### config.mk
export PLATFORM = sky130hd
export DESIGN_NAME = multi_alarm_clk
export DESIGN_NICKNAME = d
export VERILOG_FILES = /design/src/rtl/multi_alarm_clk.sv
export SDC_FILE = /design/constraint.sdc
export NUM_CORES = 1
export LEC_CHECK = 0
export ABC_AREA = 1
export CELL_PAD_IN_SITES_DETAIL_PLACEMENT = 2
export CELL_PAD_IN_SITES_GLOBAL_PLACEMENT = 2
export CORE_MARGIN = 4
export CORE_UTILIZATION = 35
export CTS_CLUSTER_SIZE = 12
export DETAILED_ROUTE_END_ITERATION = 6
export PLACE_DENSITY_LB_ADDON = 0.2
export SYNTH_ARGS = -nofsm -noshare
export SYNTH_HDL_FRONTEND = slang
export SYNTH_SLANG_ARGS = --single-unit
### constraint.sdc
create_clock -name clk -period 2.8 [get_ports clk]
set_input_delay 0.42 -clock clk [delete_from_list [all_inputs] [get_ports clk]]
set_output_delay 0.42 -clock clk [all_outputs]
set_load 0.02 [all_outputs]
### src/rtl/multi_alarm_clk.sv
// Alarm clock: BCD HH:MM timekeeping, keypad entry FSM, NUM_ALARMS alarm slots.
// Define SNOOZE_ALARM_EN to build the snooze feature.
module multi_alarm_clk #(
   parameter int NUM_ALARMS  = 4,
   parameter int SEL_W       = 2,
   parameter int CLK_PER_SEC = 256,
   parameter int SNOOZE_MIN  = 5
) (
   input  logic             clk,
   input  logic             reset,
   input  logic [3:0]       key,
   input  logic             key_valid,
   input  logic             time_button,
   input  logic             alarm_button,
   input  logic             snooze,
   input  logic             alarm_stop,
   input  logic             fast_watch,
   input  logic [SEL_W-1:0] alarm_sel,
   output logic [7:0]       ms_hr,
   output logic [7:0]       ls_hr,
   output logic [7:0]       ms_minute,
   output logic [7:0]       ls_minute,
   output logic             alarm_sound,
   output logic [SEL_W-1:0] alarm_id
);

   localparam int PW = (CLK_PER_SEC > 1) ? $clog2(CLK_PER_SEC) : 1;

   typedef enum logic [1:0] {IDLE, ENTRY, SHOW_AL} state_t;

   state_t                       state_q, state_d;
   logic [PW-1:0]                presc_q, presc_d;
   logic [5:0]                   sec_q, sec_d;
   logic [15:0]                  time_q, time_d;
   logic [15:0]                  buf_q, buf_d;
   logic [NUM_ALARMS-1:0][15:0]  alm_q, alm_d;
   logic [NUM_ALARMS-1:0]        alm_en_q, alm_en_d;
   logic [3:0]                   tick_q, tick_d;
   logic                         tb_q, tb_d, ab_q, ab_d;
   logic                         min_upd_q, min_upd_d;
   logic                         sound_q, sound_d;
   logic [SEL_W-1:0]             id_q, id_d;

   logic        tb_edge, ab_edge, key_ok, buf_ok, time_load;
   logic        one_second, one_minute, m_hit;
   logic [SEL_W-1:0] m_id;
   logic [15:0] disp;

`ifdef SNOOZE_ALARM_EN
   localparam int SW = $clog2(SNOOZE_MIN + 1);
   logic          sz_q, sz_d, snz_act_q, snz_act_d;
   logic [SW-1:0] snz_cnt_q, snz_cnt_d;
`else
   logic unused_snooze;
   assign unused_snooze = snooze | (SNOOZE_MIN < 0);
`endif

   function automatic logic [15:0] bcd_inc(input logic [15:0] t);
      logic [3:0] h1, h0, m1, m0;
      {h1, h0, m1, m0} = t;
      if (m0 != 4'd9) m0 = m0 + 4'd1;
      else begin
         m0 = 4'd0;
         if (m1 != 4'd5) m1 = m1 + 4'd1;
         else begin
            m1 = 4'd0;
            if (h1 == 4'd2 && h0 == 4'd3) begin h1 = 4'd0; h0 = 4'd0; end
            else if (h0 == 4'd9) begin h0 = 4'd0; h1 = h1 + 4'd1; end
            else h0 = h0 + 4'd1;
         end
      end
      return {h1, h0, m1, m0};
   endfunction

   assign tb_edge    = time_button & ~tb_q;
   assign ab_edge    = alarm_button & ~ab_q;
   assign key_ok     = key_valid && (key <= 4'd9);
   assign buf_ok     = ((buf_q[15:12] < 4'd2) || (buf_q[15:12] == 4'd2 && buf_q[11:8] <= 4'd3))
                       && (buf_q[7:4] <= 4'd5);
   assign time_load  = (state_q == ENTRY) && tb_edge && buf_ok;
   assign one_second = (presc_q == PW'(CLK_PER_SEC - 1));
   assign one_minute = one_second && (fast_watch || sec_q == 6'd59);

   // Lowest enabled slot matching the current time wins.
   always_comb begin
      m_hit = 1'b0;
      m_id  = '0;
      for (int i = NUM_ALARMS - 1; i >= 0; i--) begin
         if (alm_en_q[i] && alm_q[i] == time_q) begin
            m_hit = 1'b1;
            m_id  = SEL_W'(i);
         end
      end
   end

   always_comb begin
      state_d   = state_q;
      presc_d   = one_second ? '0 : presc_q + PW'(1);
      sec_d     = sec_q;
      time_d    = time_q;
      buf_d     = buf_q;
      alm_d     = alm_q;
      alm_en_d  = alm_en_q;
      tick_d    = tick_q;
      tb_d      = time_button;
      ab_d      = alarm_button;
      min_upd_d = one_minute && !time_load;
      sound_d   = sound_q;
      id_d      = id_q;
`ifdef SNOOZE_ALARM_EN
      sz_d      = snooze;
      snz_act_d = snz_act_q;
      snz_cnt_d = snz_cnt_q;
`endif

      if (one_second) sec_d = (sec_q == 6'd59) ? 6'd0 : sec_q + 6'd1;
      if (one_minute) time_d = bcd_inc(time_q);

      case (state_q)
         IDLE: begin
            if (tb_edge) begin
               state_d = IDLE;
            end else if (ab_edge) begin
               state_d = SHOW_AL;
               tick_d  = 4'd0;
            end else if (key_ok) begin
               buf_d   = {12'h000, key};
               state_d = ENTRY;
               tick_d  = 4'd0;
            end
         end
         ENTRY: begin
            if (tb_edge) begin
               state_d = IDLE;
               if (buf_ok) begin
                  time_d  = buf_q;
                  presc_d = '0;
                  sec_d   = 6'd0;
               end
            end else if (ab_edge) begin
               state_d = IDLE;
               for (int i = 0; i < NUM_ALARMS; i++) begin
                  if (buf_ok && alarm_sel == SEL_W'(i)) begin
                     alm_d[i]    = buf_q;
                     alm_en_d[i] = 1'b1;
                  end
               end
            end else if (key_ok) begin
               buf_d  = {buf_q[11:0], key};
               tick_d = 4'd0;
            end else if (one_second) begin
               if (tick_q == 4'd9) state_d = IDLE;
               else tick_d = tick_q + 4'd1;
            end
         end
         SHOW_AL: begin
            if (tb_edge) begin
               for (int i = 0; i < NUM_ALARMS; i++)
                  if (alarm_sel == SEL_W'(i)) alm_en_d[i] = ~alm_en_q[i];
            end else if (ab_edge) begin
               state_d = IDLE;
            end else if (one_second) begin
               if (tick_q == 4'd4) state_d = IDLE;
               else tick_d = tick_q + 4'd1;
            end
         end
         default: state_d = IDLE;
      endcase

      if (min_upd_q && m_hit) begin
         sound_d = 1'b1;
         id_d    = m_id;
      end
`ifdef SNOOZE_ALARM_EN
      if (snooze && !sz_q && sound_q) begin
         sound_d   = 1'b0;
         snz_act_d = 1'b1;
         snz_cnt_d = SW'(SNOOZE_MIN);
      end else if (snz_act_q && one_minute) begin
         if (snz_cnt_q <= SW'(1)) begin
            sound_d   = 1'b1;
            snz_act_d = 1'b0;
            snz_cnt_d = '0;
         end else begin
            snz_cnt_d = snz_cnt_q - SW'(1);
         end
      end
`endif
      // Stop and a real time load silence everything, including pending snooze.
      if (alarm_stop || time_load) begin
         sound_d = 1'b0;
`ifdef SNOOZE_ALARM_EN
         snz_act_d = 1'b0;
`endif
      end
   end

   always_ff @(posedge clk) begin
      if (!reset) begin
         state_q   <= IDLE;
         presc_q   <= '0;
         sec_q     <= '0;
         time_q    <= '0;
         buf_q     <= '0;
         alm_q     <= '0;
         alm_en_q  <= '0;
         tick_q    <= '0;
         tb_q      <= 1'b0;
         ab_q      <= 1'b0;
         min_upd_q <= 1'b0;
         sound_q   <= 1'b0;
         id_q      <= '0;
`ifdef SNOOZE_ALARM_EN
         sz_q      <= 1'b0;
         snz_act_q <= 1'b0;
         snz_cnt_q <= '0;
`endif
      end else begin
         state_q   <= state_d;
         presc_q   <= presc_d;
         sec_q     <= sec_d;
         time_q    <= time_d;
         buf_q     <= buf_d;
         alm_q     <= alm_d;
         alm_en_q  <= alm_en_d;
         tick_q    <= tick_d;
         tb_q      <= tb_d;
         ab_q      <= ab_d;
         min_upd_q <= min_upd_d;
         sound_q   <= sound_d;
         id_q      <= id_d;
`ifdef SNOOZE_ALARM_EN
         sz_q      <= sz_d;
         snz_act_q <= snz_act_d;
         snz_cnt_q <= snz_cnt_d;
`endif
      end
   end

   always_comb begin
      disp = time_q;
      case (state_q)
         ENTRY:   disp = buf_q;
         SHOW_AL: begin
            disp = 16'h0000;
            for (int i = 0; i < NUM_ALARMS; i++)
               if (alarm_sel == SEL_W'(i)) disp = alm_q[i];
         end
         default: disp = time_q;
      endcase
   end

   assign ms_hr       = 8'h30 + {4'h0, disp[15:12]};
   assign ls_hr       = 8'h30 + {4'h0, disp[11:8]};
   assign ms_minute   = 8'h30 + {4'h0, disp[7:4]};
   assign ls_minute   = 8'h30 + {4'h0, disp[3:0]};
   assign alarm_sound = sound_q;
   assign alarm_id    = id_q;

endmodule
==> results of run 1 <==
[through the flow]
stage	TNS, ns	util (%)	area (sq um)	power [W]
after detailed placement	-4.93	40.0	7900	0.00308
after CTS	-0.0590	43.1	8520	0.00548
after global routing	0	43.1	8530	0.00570
final	0	43.1	8530	0.00550
after global placement	-3.96	40.0	7900	0.00304
after floorplan	0	-	7190	0.00260
[worst max path at each step]
stage                       startpoint           end  slack, ns  cells past startpoint
2_1_floorplan             alarm_sel[0]      ms_hr[0]       0.69                      6
3_3_place_gp              alarm_sel[1]      ls_hr[1]      -0.32                      8
3_5_place_dp              alarm_sel[1]      ls_hr[1]      -0.50                      8
4_1_cts        state_q[0]$_SDFFE_PN0P_  ls_minute[1]      -0.06                      8
5_1_grt        state_q[0]$_SDFFE_PN0P_      ms_hr[3]      0.008                      6
6_report       state_q[0]$_SDFFE_PN0P_  ms_minute[1]       0.13                      6
[worst max-delay path: stages, from the launching register on]
cell and delay, ns:
dfxtp_1 0.36, inv_1 0.08, ha_2 0.48, buf_4 0.24, nor2_1 0.07, a31oi_1 0.21
dlygate4sd2_1 0.37
[state kept, by name, summed over array words and instances (netlist names)]
name / flops
alm_q: 64
alm_en_q: 4
tb_q: 1
time_q: 16
alarm_sound: 1
state_q: 2
ab_q: 1
buf_q: 16
min_upd_q: 1
alarm_id: 2
presc_q: 8
tick_q: 4
sec_q: 6
[per-layer routing]
| layer | vias up | part of all wire (%) | global-route usage [%] |
|---|---|---|---|
| met1 | 4140 | 42 | 38.8 |
| li1 | 3676 | - | - |
| met3 | 97 | 6.1 | 5.51 |
| met4 | 0 | 4.7 | 13.9 |
| met5 | - | 0 | 0 |
| met2 | 301 | 48 | 52.6 |
[report_power, final]
group / switching [W] / leakage, nW / internal (W) / total [W]
Sequential: 0.000104 / 1.02 / 0.00186 / 0.00196
Clock: 0.000958 / 0.301 / 0.00146 / 0.00241
Combinational: 0.000768 / 2.52 / 0.000353 / 0.00112
[what timing repair did]
action,CTS,global route
setup buffers,1,0
pin swaps,0,0
gates resized for setup,22,6
setup endpoints to repair,16,3
gates cloned,0,1
[layout make-up]
cell class / instances / share of cell area [%]
Inverter: 132 / 5.90
Timing Repair Buffer: 82 / 8.02
Antenna cell: 1 / 0.0293
Sequential cell: 126 / 29.6
Clock buffer: 20 / 5.35
Clock inverter: 12 / 1.88
Timing Repair inverter: 1 / 0.0880
Tap cell: 265 / 3.89
Multi-Input combinational cell: 798 / 45.3
[kinds of logic (layout without fill, tap and decap cells)]
| family | after synthesis | count (layout) | share of synthesized area, % |
|---|---|---|---|
| AOI/OAI and AO/OA | 279 | 279 | 21.1 |
| other | 2 | 17 | 0.105 |
| buffers and inverters | 195 | 247 | 11.4 |
| and+or+nand+nor | 471 | 471 | 27.5 |
| adders and majority gates | 12 | 12 | 2.10 |
| DFF | 126 | 126 | 35.3 |
| xor gates and xnor gates | 20 | 20 | 2.45 |
[cells in the final DEF, fill, tap and decap left out, drive strengths merged, types with 15 or more instances in the layout]
cell	netlist	routed
nand2	256	256
nor2	141	141
o21ai	130	130
inv	129	130
dfxtp	126	126
a21oi	99	99
buf	25	52
nand3	47	47
clkbuf	38	21
xor2	19	19
nor3	17	17
conb	2	16
a31oi	15	15
dlygate4sd2	0	15
==> flow_metrics.tcl, run 1 <==
set metrics [dict create \
    outcome "complete, no violations" \
    clock-sinks 126 \
    overflow 0 \
    num_vias 8214 \
    setup_viol 0 \
    wire_per_inst_microns 24.3 \
    cts_tree "built" \
    cts_max_path_buffers 2 \
    syn_avg_cell_area_sq_um 6.46 \
    synthCells 1105 \
    peakVddDrop_v 0.000440 \
    synth-edff-count 0 \
    whs_endpoint "ab_q$_SDFF_PN0_" \
    p_per_area_nw_per_um2 644 \
    clock_skew_ns 0.00946 \
    netlist_area_sq_um 7140 \
    grt_pass1_vias 8795 \
    viasPerCell 5.72 \
    maxCapViolations 0 \
    yosysWarnings 0 \
    hp-class "in -> reg" \
    antenna_found_initial 1 \
    multi_input_area_sq_um 3860 \
    ff_latch_area_sq_um 2520 \
    synth-seq-cells 126 \
    yosys.cell_count.top_type "nand2_1" \
    min_path_cells 3 \
    ys_seq_area_share_pct 35.3 \
    synth_ff_type "dfxtp_1" \
    p_leak_nw 3.84 \
    die_h_microns 151 \
    critPathCaptureType "output pin" \
    nets 1184 \
    synth_top_area_cell "dfxtp_1" \
    grt_pass1_wl_microns 53100 \
    htreeDepth 4 \
    whs_ns 0.363 \
    hold_violations 0 \
    hold_buffers 0 \
    yosys-top-cells-area "dfxtp_1 35%, nand2_1 13%, o21ai_0 9.0%" \
    area_growth_pct 19.4 \
    crit_fanout 8 \
    synth_cell_types 46 \
    arrival_ns 2.25 \
    layout_min_cycle_time_ns 2.67 \
    fmax_ghz 0.375 \
    max_slew_margin_pct 41.0 \
    rows 51 \
    start_kind "flip-flop" \
    n_fill_cell 2418 \
    place_inst 1402 \
    drive_above_1_share_pct 9.31 \
    wl_microns 35000 \
    crit_type "reg -> out" \
    io_pins 49 \
    async_reset_ff_share_pct 0 \
    grt_max_degree 80 \
    post-place-ws_ns -0.498 \
    post-route-drc-count 0 \
    cts-root-buf "clkbuf_16" \
    cts_buffers 17 \
    clk_pin_slew_ns 0.06 \
    start_util_pct 36.1 \
    r2r_end "alm_q[36]$_SDFFE_PN0P_" \
    worstRegToRegCells 12 \
    worstMarginPinSlew_ns 0.886 \
    ant_nets 0 \
    grt_usage_pct 31.1 \
    coreArea_sq_um 19800 \
    finalCritPeriodShare_pct 95.3 \
    yosysTopAreaCellShare_pct 35.3 \
    slew_violations 0 \
    dp_hpwl_microns 23800 \
    reg2reg_from "state_q[1]$_SDFFE_PN0P_" \
    worstHoldStart "reset" \
    drtPass1Iterations 5 \
    port_buffers 31 \
    clk_latency_ns 0.44 \
    synth_common_cells "252 x nand2_1, 134 x nor2_1, 128 x o21ai_0" \
    stdcell_count 1437 \
    rsz0062_at_grt "no" \
    globalplace.congestion 0.902 \
    drt_first_iter_violations 580 \
    layout_setup_ws_ns 0.133 \
    ff2ff_setup_slack_ns 0.46 \
    required_ns 2.38 \
    dieWidth_microns 151 \
    dieArea_sq_um 22800 \
]
No activity file was read; power rests on OpenSTA's default activity.
==> inputs of run 2 (changes only) <==
--- a/config.mk
+++ b/config.mk
@@ -5,11 +5,10 @@
 export SDC_FILE = /design/constraint.sdc
 export NUM_CORES = 1
 export LEC_CHECK = 0
-export ABC_AREA = 1
 export CELL_PAD_IN_SITES_DETAIL_PLACEMENT = 2
 export CELL_PAD_IN_SITES_GLOBAL_PLACEMENT = 2
 export CORE_MARGIN = 4
-export CORE_UTILIZATION = 35
+export CORE_UTILIZATION = 39
 export CTS_CLUSTER_SIZE = 12
 export DETAILED_ROUTE_END_ITERATION = 6
 export PLACE_DENSITY_LB_ADDON = 0.2
==> constraint.sdc (replaced) <==
create_clock -name clk -period 3.2 [get_ports clk]
set_input_delay 0.48 -clock clk [delete_from_list [all_inputs] [get_ports clk]]
set_output_delay 0.48 -clock clk [all_outputs]
set_load 0.02 [all_outputs]
==> run 2 against run 1 <==
Global-route usage decreased by 5.8 points. Register-to-register slack gained 0.20 ns. Power decreased by 24%. Highest routed layer unchanged. Wire length shrank 29%. Critical path depth unchanged. Non-clock buffer count down 25. Sequential power shrank 17%. Die area shrank 13%. Clock skew about the same. Critical endpoint is now ls_hr[0]. Design area shrank 6.7%.
==> flow_metrics.tcl, run 2 <==
set metrics [dict create \
    antenna_found_initial 0 \
    whs_ns 0.456 \
    hold_violations 0 \
    wire_per_inst_microns 23.9 \
    globalplace.congestion 0.864 \
    ff_latch_area_sq_um 2520 \
    critPathCaptureType "output pin" \
    tns_ns 0 \
    slew_violations 0 \
    postCtsSetupRepairBufs 0 \
    cts_buffers 17 \
    final_common_cell "dfxtp_1" \
    clock-sinks 126 \
    arrival_ns 2.62 \
    area_growth_pct 15.3 \
    synth_top_area_cell "dfxtp_1" \
    port_buffers 31 \
    grt_usage_pct 25.4 \
    die_h_microns 141 \
    grt_pass1_vias 6593 \
    multi_input_area_sq_um 3980 \
    layout_common_cells "126 x dfxtp_1, 105 x nor2_1, 61 x a21oi_1" \
    power_frac_seq_pct 38.9 \
    p_per_area_nw_per_um2 527 \
    place_inst 1012 \
    syn_avg_cell_area_sq_um 8.60 \
    dieWidth_microns 141 \
    crit_type "in -> out" \
    start_kind "input port" \
    post-route-drc-count 0 \
    clk_pin_slew_ns 0.06 \
    cts_tree "built" \
    netlist_area_sq_um 6900 \
    rsz0062_at_grt "no" \
    num_vias 6021 \
    required_ns 2.72 \
    synth_cell_types 54 \
    drtPass1Iterations 7 \
    wl_met1_microns 10900 \
    start_util_pct 39.9 \
    nets 832 \
    stdcell_count 1044 \
    clock_skew_ns 0.00898 \
    synth_ff_type "dfxtp_1" \
    dp_hpwl_microns 16800 \
    yosysTopAreaCellShare_pct 36.6 \
    yosysWarnings 0 \
    fmax_ghz 0.322 \
    crit_fanout 24 \
    max_slew_margin_pct 46.4 \
    wl_microns 25000 \
    diodes 0 \
    whs_endpoint "presc_q[0]$_SDFF_PN0_" \
    dieArea_sq_um 19900 \
    worstMarginPinSlew_ns 0.804 \
    viasPerCell 5.77 \
    grt_pass1_wl_microns 38800 \
    rows 48 \
    yosys-top-cells-area "dfxtp_1 37%, mux2i_1 8.3%, xnor2_1 6.5%" \
    setup_viol 0 \
    worstHoldStart "presc_q[0]$_SDFF_PN0_" \
    wl_met3_microns 892 \
    route.met2.wl_microns 12500 \
    top_register "alm_q" \
    final_util_pct 46.0 \
    clk_latency_ns 0.43 \
    cts-root-buf "clkbuf_16" \
    drt_first_iter_violations 288 \
    synth_common_cells "126 x dfxtp_1, 105 x nor2_1, 61 x a21oi_1" \
    min_path_cells 1 \
    n_fill_cell 1870 \
    power_frac_clock_pct 47.0 \
    htreeDepth 4 \
    switching_power_w 0.00117 \
    top_layer "met4" \
    sw_frac_of_total_pct 28.0 \
    cts_max_path_buffers 2 \
    coreArea_sq_um 17300 \
    drive_above_1_share_pct 10.3 \
    reg2reg_from "state_q[1]$_SDFFE_PN0P_" \
    p_leak_nw 3.09 \
    async_reset_ff_share_pct 0 \
    largest_reg_flops 64 \
    r2r_end "tick_q[2]$_SDFFE_PN0P_" \
    io_pins 49 \
    top_regs "alm_q: 64 flops, buf_q: 16 flops, time_q: 16 flops" \
    ys_seq_area_share_pct 36.6 \
    synthCells 802 \
    hold_buffers 0 \
    finalCritPeriodShare_pct 96.9 \
    synth-seq-cells 126 \
    hp-class "reg -> reg" \
    p_int_w 0.00302 \
    grt_max_degree 48 \
    maxCapViolations 0 \
    p_comb_share_pct 14.1 \
    synth-edff-count 0 \
    ant_nets 0 \
    outcome "complete, no violations" \
    worstRegToRegCells 9 \
    yosys.cell_count.top_type "dfxtp_1" \
    peakVddDrop_v 0.000382 \
    layout_min_cycle_time_ns 3.10 \
    overflow 0 \
    ff2ff_setup_slack_ns 0.66 \
]
==> run 2: changes by cell type in the layout (fill, tap and decap cells not counted), sizes merged, moves of 16 or more <==
cell | previous run | this run
nand2 | 256 | 49
xnor2 | 1 | 51
buf | 52 | 26
nor2 | 141 | 107
o21ai | 130 | 28
a21oi | 99 | 61
mux4 | 0 | 16
mux2i | 0 | 57
clkdlybuf4s50 | 12 | 29
nand3 | 47 | 29
inv | 130 | 14
==> run 2: kinds of logic (layout without fill, tap and decap cells) <==
group	after synthesis	after routing	share of synthesized area, %
and+or+nand+nor	280	280	20.0
AOI/OAI and AO/OA	131	131	11.1
DFF	126	126	36.6
buffers and inverters	100	103	6.64
xor gates and xnor gates	77	77	9.77
muxes	74	74	13.7
adders and majority gates	12	12	2.18
other	2	16	0.109
==> run 2: worst max-delay path: stages <==
cell and delay [ns]:
clkdlybuf4s50_1 0.50, buf_12 0.22, mux4_2 0.52, a22oi_1 0.21
a21oi_1 0.10, clkdlybuf4s50_1 0.56
==> run 2: cell type report <==
| cell class | count | area share (%) |
|---|---|---|
| Clock buffer | 23 | 6.01 |
| Clock inverter | 9 | 1.38 |
| Inverter | 14 | 0.660 |
| Multi-Input combinational cell | 590 | 50.0 |
| Sequential cell | 126 | 31.7 |
| Tap cell | 225 | 3.54 |
| Timing Repair Buffer | 57 | 6.73 |
==> run 2: worst max-delay path by stage <==
| stage | from | depth (start not counted) | end |
|---|---|---|---|
| 4_1_cts | alarm_sel[1] | 6 | ls_minute[3] |
| 2_1_floorplan | alarm_sel[1] | 5 | ls_minute[2] |
| 6_report | alarm_sel[1] | 6 | ls_hr[0] |
| 3_3_place_gp | alarm_sel[1] | 6 | ms_minute[3] |
| 3_5_place_dp | alarm_sel[1] | 6 | ls_minute[3] |
| 5_1_grt | alarm_sel[1] | 6 | ls_hr[0] |
==> run 2: metal layers <==
layer / up-vias / global-route usage [%]
met5: - / 0
met4: 0 / 8.77
met3: 44 / 4.78
met2: 123 / 43.9
met1: 3109 / 31.7
li1: 2745 / -
==> run 2: power by group through the flow <==
| stage | clock [W] | combinational [W] | sequential [W] |
|---|---|---|---|
| finish | 0.00197 | 0.000591 | 0.00163 |
| global route | 0.00207 | 0.000634 | 0.00163 |
| CTS | 0.00198 | 0.000595 | 0.00163 |
| detailed placement | 0 | 0.000580 | 0.00166 |
| global placement | 0 | 0.000569 | 0.00166 |
| floorplan | 0 | 0.000385 | 0.00163 |
==> run 2: metrics by stage <==
step	total power, W	instance area [sq um]	worst slack [ns]
global placement	0.00223	7360	0.109
detailed placement	0.00224	7360	0.0429
CTS	0.00421	7950	0.0152
global route	0.00434	7960	0.00240
finish	0.00419	7960	0.0992
floorplan	0.00202	6950	0.786
==> run 2: timing repair <==
item / 4_1_cts / 5_1_grt
resized for setup: 0 / 2
endpoints found under the setup margin: 0 / 2
endpoints found under the hold margin: 0 / 0
